<file path="src/rtl/fft_pingpong_ctrl_pkg.sv">
// Shared definitions for the FFT ping-pong frame buffer controller:
// default geometry, read FSM state encoding and bank decode helper.
package fft_pingpong_ctrl_pkg;

   localparam int DRAMWIDTH_DEF = 32;
   localparam int ARAMWIDTH_DEF = 7;

   typedef logic [2:0] rd_state_t;

   localparam rd_state_t RD_IDLE  = 3'd0;
   localparam rd_state_t RD_START = 3'd1;
   localparam rd_state_t RD_WAIT  = 3'd2;
   localparam rd_state_t RD_BUSY  = 3'd3;
   localparam rd_state_t RD_DONE  = 3'd4;

   function automatic logic [1:0] bank_sel(input logic bank);
      bank_sel = bank ? 2'b10 : 2'b01;
   endfunction

endpackage

</file>
<file path="src/rtl/fft_pp_wr_side.sv">
// Write side of the ping-pong controller: per-frame word counter, current
// write bank and the one-cycle registered RAM write port.
module fft_pp_wr_side
   import fft_pingpong_ctrl_pkg::*;
#(
   parameter int DRAMWIDTH = DRAMWIDTH_DEF,
   parameter int ARAMWIDTH = ARAMWIDTH_DEF
) (
   input  logic                 clk_in,
   input  logic                 rst_n_in,
   input  logic                 wr_valid_in,
   input  logic [DRAMWIDTH-1:0] wr_data_in,
   input  logic [1:0]           bank_full,
   output logic                 wr_ready,
   output logic [1:0]           set_full,
   output logic                 ram_wr_en,
   output logic [ARAMWIDTH:0]   ram_wr_addr,
   output logic [DRAMWIDTH-1:0] ram_wr_data
);

   logic [ARAMWIDTH-1:0] wr_cnt;
   logic                 wr_bank;
   logic                 wr_accept;
   logic                 last_word;

   logic                 vld_p1;
   logic [ARAMWIDTH:0]   wr_addr_p1;
   logic [DRAMWIDTH-1:0] wr_data_p1;

   assign wr_ready  = !bank_full[wr_bank];
   assign wr_accept = wr_valid_in && wr_ready;
   assign last_word = &wr_cnt;
   assign set_full  = (wr_accept && last_word) ? bank_sel(wr_bank) : 2'b00;

   always_ff @(posedge clk_in or negedge rst_n_in) begin
      if (!rst_n_in) begin
         wr_cnt  <= '0;
         wr_bank <= 1'b0;
      end else if (wr_accept) begin
         wr_cnt <= wr_cnt + 1'b1;
         if (last_word)
            wr_bank <= ~wr_bank;
      end
   end

   // p0 -> p1: accepted word registered onto the RAM write port
   always_ff @(posedge clk_in or negedge rst_n_in) begin
      if (!rst_n_in) begin
         vld_p1     <= 1'b0;
         wr_addr_p1 <= '0;
         wr_data_p1 <= '0;
      end else begin
         vld_p1 <= wr_accept;
         if (wr_accept) begin
            wr_addr_p1 <= {wr_bank, wr_cnt};
            wr_data_p1 <= wr_data_in;
         end
      end
   end

   assign ram_wr_en   = vld_p1;
   assign ram_wr_addr = wr_addr_p1;
   assign ram_wr_data = wr_data_p1;

endmodule

</file>
<file path="src/rtl/fft_pingpong_ctrl.sv">
// Ping-pong frame buffer controller for the FFT input RAM: one bank fills while the other is read.
// Define FFT_PP_OVERFLOW_CNT_EN to add ovf_cnt, a saturating count of words offered while blocked.
module fft_pingpong_ctrl
   import fft_pingpong_ctrl_pkg::*;
#(
   parameter int DRAMWIDTH = DRAMWIDTH_DEF,
   parameter int ARAMWIDTH = ARAMWIDTH_DEF
) (
   input  logic                 clk_in,
   input  logic                 rst_n_in,
   input  logic                 wr_valid_in,
   input  logic [DRAMWIDTH-1:0] wr_data_in,
   output logic                 wr_ready,
   output logic                 ram_wr_en,
   output logic [ARAMWIDTH:0]   ram_wr_addr,
   output logic [DRAMWIDTH-1:0] ram_wr_data,
   output logic                 rd_start,
   input  logic                 rd_en_in,
   output logic                 rd_bank,
   output logic                 frame_done,
   output logic [1:0]           bank_full
`ifdef FFT_PP_OVERFLOW_CNT_EN
   ,
   output logic [15:0]          ovf_cnt
`endif
);

   rd_state_t  rd_state;
   rd_state_t  rd_state_nxt;
   logic [1:0] set_full;
   logic [1:0] clr_full;

   fft_pp_wr_side #(
      .DRAMWIDTH (DRAMWIDTH),
      .ARAMWIDTH (ARAMWIDTH)
   ) u_wr_side (
      .clk_in      (clk_in),
      .rst_n_in    (rst_n_in),
      .wr_valid_in (wr_valid_in),
      .wr_data_in  (wr_data_in),
      .bank_full   (bank_full),
      .wr_ready    (wr_ready),
      .set_full    (set_full),
      .ram_wr_en   (ram_wr_en),
      .ram_wr_addr (ram_wr_addr),
      .ram_wr_data (ram_wr_data)
   );

   always_comb begin
      rd_state_nxt = rd_state;
      case (rd_state)
         RD_IDLE:  if (bank_full[rd_bank]) rd_state_nxt = RD_START;
         RD_START: rd_state_nxt = RD_WAIT;
         RD_WAIT:  if (rd_en_in) rd_state_nxt = RD_BUSY;
         RD_BUSY:  if (!rd_en_in) rd_state_nxt = RD_DONE;
         RD_DONE:  rd_state_nxt = RD_IDLE;
         default:  rd_state_nxt = RD_IDLE;
      endcase
   end

   // Write-side set and read-side release always hit different banks, so both apply
   assign clr_full = (rd_state == RD_DONE) ? bank_sel(rd_bank) : 2'b00;

   always_ff @(posedge clk_in or negedge rst_n_in) begin
      if (!rst_n_in) begin
         rd_state  <= RD_IDLE;
         rd_bank   <= 1'b0;
         bank_full <= 2'b00;
      end else begin
         rd_state  <= rd_state_nxt;
         bank_full <= (bank_full | set_full) & ~clr_full;
         if (rd_state == RD_DONE)
            rd_bank <= ~rd_bank;
      end
   end

   assign rd_start   = (rd_state == RD_START);
   assign frame_done = (rd_state == RD_DONE);

`ifdef FFT_PP_OVERFLOW_CNT_EN
   always_ff @(posedge clk_in or negedge rst_n_in) begin
      if (!rst_n_in)
         ovf_cnt <= 16'h0000;
      else if (wr_valid_in && !wr_ready && (ovf_cnt != 16'hFFFF))
         ovf_cnt <= ovf_cnt + 16'h0001;
   end
`endif

endmodule

</file>
<file path="config.mk">
export PLATFORM = sky130hd
export DESIGN_NAME = fft_pingpong_ctrl
export DESIGN_NICKNAME = d
export VERILOG_FILES = /design/src/rtl/fft_pingpong_ctrl_pkg.sv /design/src/rtl/fft_pp_wr_side.sv /design/src/rtl/fft_pingpong_ctrl.sv
export SDC_FILE = /design/constraint.sdc
export NUM_CORES = 1
export LEC_CHECK = 0
export BUFFER_PORTS_ARGS = -buffer_cell sky130_fd_sc_hd__clkbuf_2
export CAP_MARGIN = 20
export CORE_MARGIN = 8
export CORE_UTILIZATION = 46
export CTS_CLUSTER_SIZE = 20
export DETAILED_ROUTE_END_ITERATION = 10
export GPL_ROUTABILITY_DRIVEN = 0
export GPL_TIMING_DRIVEN = 0
export PLACE_DENSITY = 0.81
export SLEW_MARGIN = 5
export SYNTH_ARGS = -nofsm -noshare
export SYNTH_HDL_FRONTEND = slang
export SYNTH_SLANG_ARGS = --single-unit
</file>
<file path="constraint.sdc">
create_clock -name clk_in -period 4.25 [get_ports clk_in]
set_input_delay 0.85 -clock clk_in [delete_from_list [all_inputs] [get_ports clk_in]]
set_output_delay 0.85 -clock clk_in [all_outputs]
set_load 0.03 [all_outputs]
</file>
==> flow_metrics.py <==
metrics = {
    "outcome": {
        "outcome": "complete, no violations",
    },
    "critical_path": {
        "slowest_delay_ns": 0.41,
        "rrSetupSlack_ns": 2.71,
        "cp_slowest_cell": "dfrtp_1",
        "critPathLaunch": "u_wr_side.wr_bank",
        "r2r_start": "u_wr_side.wr_bank",
        "r2r-end": "u_wr_side.ram_wr_data[25]",
        "critical_path_arrival_ns": 1.36,
        "path_cells": "mux2_4 -> inv_6 -> clkbuf_2",
        "worst-path-stages": 3,
        "path_max_fanout": 8,
        "endpoint_kind": "output pin",
        "critPathKind": "reg2out",
        "start_kind": "flop",
        "cp-endpoint": "wr_ready",
        "crit_family": "flip-flops",
        "cp_num_buf_inv": 2,
        "r2r_cells": 5,
        "critPathRequiredTime_ns": 3.40,
    },
    "detailed_routing": {
        "met3_length_um": 377,
        "drt_iter0_markers": 46,
        "ant_nets": 0,
        "wl_per_cell_um": 14.9,
        "post-route-drc-count": 0,
        "wl_met1_um": 2040,
        "viasPerCell": 4.70,
        "vias": 1432,
        "dr.pass1.iters": 4,
        "routed_wl_um": 4540,
        "dr.max_layer_used": "met4",
        "wl_met2_um": 2110,
    },
    "global_routing": {
        "grt_pass1_vias": 1554,
        "grt_pass1_wl_um": 7550,
        "grt_max_degree": 32,
        "grt_antenna_before_repair": 0,
        "grtUsageTotal": 0.124,
        "gr-total-overflow": 0,
    },
    "cts": {
        "clkTransAtPathRegs_ns": 0.09,
        "cts_setup_buffers": 0,
        "ctsHoldBuffers": 0,
        "cts_max_path_buffers": 2,
        "htreeDepth": 2,
        "numCtsBuffers": 5,
        "cts_sinks": 55,
        "cts_resized": 0,
        "cts_tree": "done",
        "cts-root-buf": "clkbuf_8",
        "clk_latency_ns": 0.29,
    },
    "flow_run": {
        "drv_cap": 0,
    },
    "die": {
        "die_y_um": 87.7,
        "die_w_um": 87.7,
        "num_rows": 26,
        "core_um2": 5040,
        "start_util": 0.469,
        "ioPinCount": 83,
        "die_area_um2": 7690,
    },
    "sta": {
        "timing.final.crit_share": 0.521,
        "clock_skew_ns": 0.00326,
        "max_freq_mhz": 452,
        "rsz0062_at_grt": "no",
        "worst_pin_slew_ns": 0.620,
        "finalSetupViolCount": 0,
        "finalCriticalPeriod_ns": 2.21,
        "slew-limit-headroom": 0.586,
        "drv_slew": 0,
        "hold_violations": 0,
        "holdWs_ns": 0.498,
        "finalSetupTns_ns": 0,
    },
    "synthesis": {
        "synth-seq-cells": 55,
        "synth_mux_area_frac": 0.262,
        "synth_area_leader_cell": "dfrtp_1",
        "synth_cell_types": 26,
        "ys_async_sr_fraction": 1.00,
        "yosys.area_share.adder": 0.00529,
        "synthFlopType": "dfrtp_1",
        "synthesis.area_um2": 2360,
        "syn_inst": 145,
        "ys.warnings.count": 0,
        "synth_fp_nets": 182,
        "synth_simple_gate_area_frac": 0.0540,
        "syn-mean-instance-area_um2": 16.3,
        "synthTopCellsByCount": "dfrtp_1 (55), mux2_4 (39), inv_1 (6)",
        "synth_edf_count": 0,
        "synth_seq_area_share": 0.582,
        "yosysTopAreaCellShare": 0.582,
        "synth_compound_area_frac": 0.0196,
        "synthTopCellsByArea": "dfrtp_1 (58%), mux2_4 (25%), buf_12 (3.4%), xnor2_1 (1.9%), mux2_2 (1.4%)",
        "synth-xor-area-share": 0.0296,
        "synth_top_family_by_area": "multiplexers",
        "synth.most_common_cell": "dfrtp_1",
    },
    "finish": {
        "final_nets": 272,
        "final_cells": 305,
        "drive_gt1_frac": 0.583,
        "antenna_cells": 0,
        "final_area_um2": 2980,
        "fillers": 408,
        "area_growth_syn_to_layout_pct": 26.3,
    },
    "power_and_ir_drop": {
        "finalPower_mw": 1.50,
        "leakage_nw": 1.55,
        "powerDensity_nw_per_um2": 501,
        "peakVddDrop_v": 0.000341,
    },
    "worst_hold_path": {
        "min-delay-start": "rd_state[0]",
        "min_path_type": "reg2reg",
        "hold_path_depth": 1,
    },
    "placed_design": {
        "dp_cells": 298,
        "port_buffers": 82,
        "dpl_cell_area_um2": 2880,
        "dpl.hpwl_um": 3520,
    },
}
## where the power goes
part	switching [mW]	leakage (nW)	total, mW	internal [mW]
logic	0.250	0.849	0.448	0.198
clock network	0.153	0.0513	0.326	0.173
registers	0.0922	0.653	0.722	0.630
total	0.495	1.55	1.50	1.00
## registers in the layout (all words and copies together), names as in the netlist
register	count
bank_full	2
u_wr_side.ram_wr_addr	8
u_wr_side.wr_cnt	7
u_wr_side.ram_wr_data	32
rd_state	3
u_wr_side.wr_bank	1
u_wr_side.ram_wr_en	1
rd_bank	1
## area by class of cell
cell class	instances	area (um2)	share of cell area
Clock buffer	6	72.6	0.0243
Timing Repair Buffer	83	430	0.144
Clock inverter	1	30.0	0.0101
Sequential cell	55	1380	0.461
Multi-Input combinational cell	79	876	0.294
Inverter	7	31.3	0.0105
Buffer	4	80.1	0.0268
Tap cell	70	87.6	0.0294
## placed cells by master, fill, tap and decap left out, drive strengths merged
cell type	instances
bufinv	1
xor2	3
buf	5
nor2	3
mux2	42
nand3	4
a21oi	1
dfrtp	55
nor2b	1
nand2	3
o22a	1
nor3	3
o21a	1
ha	1
nor4	2
nor3b	1
inv	7
a211oi	1
o21ai	2
clkbuf	88
and3b	1
nand4	2
a22oi	1
xnor2	5
or3	1
## routing by layer
layer  up-vias  global-route usage
met2        55               0.190
met5         -                   0
li1        686                   -
met4         0              0.0297
met1       689               0.164
met3         2              0.0422
## metrics by stage
stage,util,worst slack [ns]
2_1_floorplan,-,2.24
3_3_place_gp,0.567,2.22
3_5_place_dp,0.571,2.36
4_1_cts,0.592,2.02
5_1_grt,0.592,1.96
6_report,0.592,2.04
## cells by family (layout without fill, tap and decap cells)
logic type / after synthesis / count (layout)
multiplexers: 42 / 42
buffers and inverters: 11 / 101
AND/OR/NAND/NOR: 21 / 21
AO/OA/AOI/OAI: 7 / 7
adder cells (fa/ha/maj): 1 / 1
XOR/XNOR: 8 / 8
flip-flops: 55 / 55
## worst min-delay path by stage
stage,to,slack [ns]
after floorplan,rd_state[1],0.46
after CTS,rd_state[1],0.50
after global routing,rd_state[1],0.51
after detailed placement,u_wr_side.ram_wr_data[21],0.49
after global placement,rd_state[1],0.47
final,rd_state[1],0.50
No activity file was read; power rests on OpenSTA's default activity.
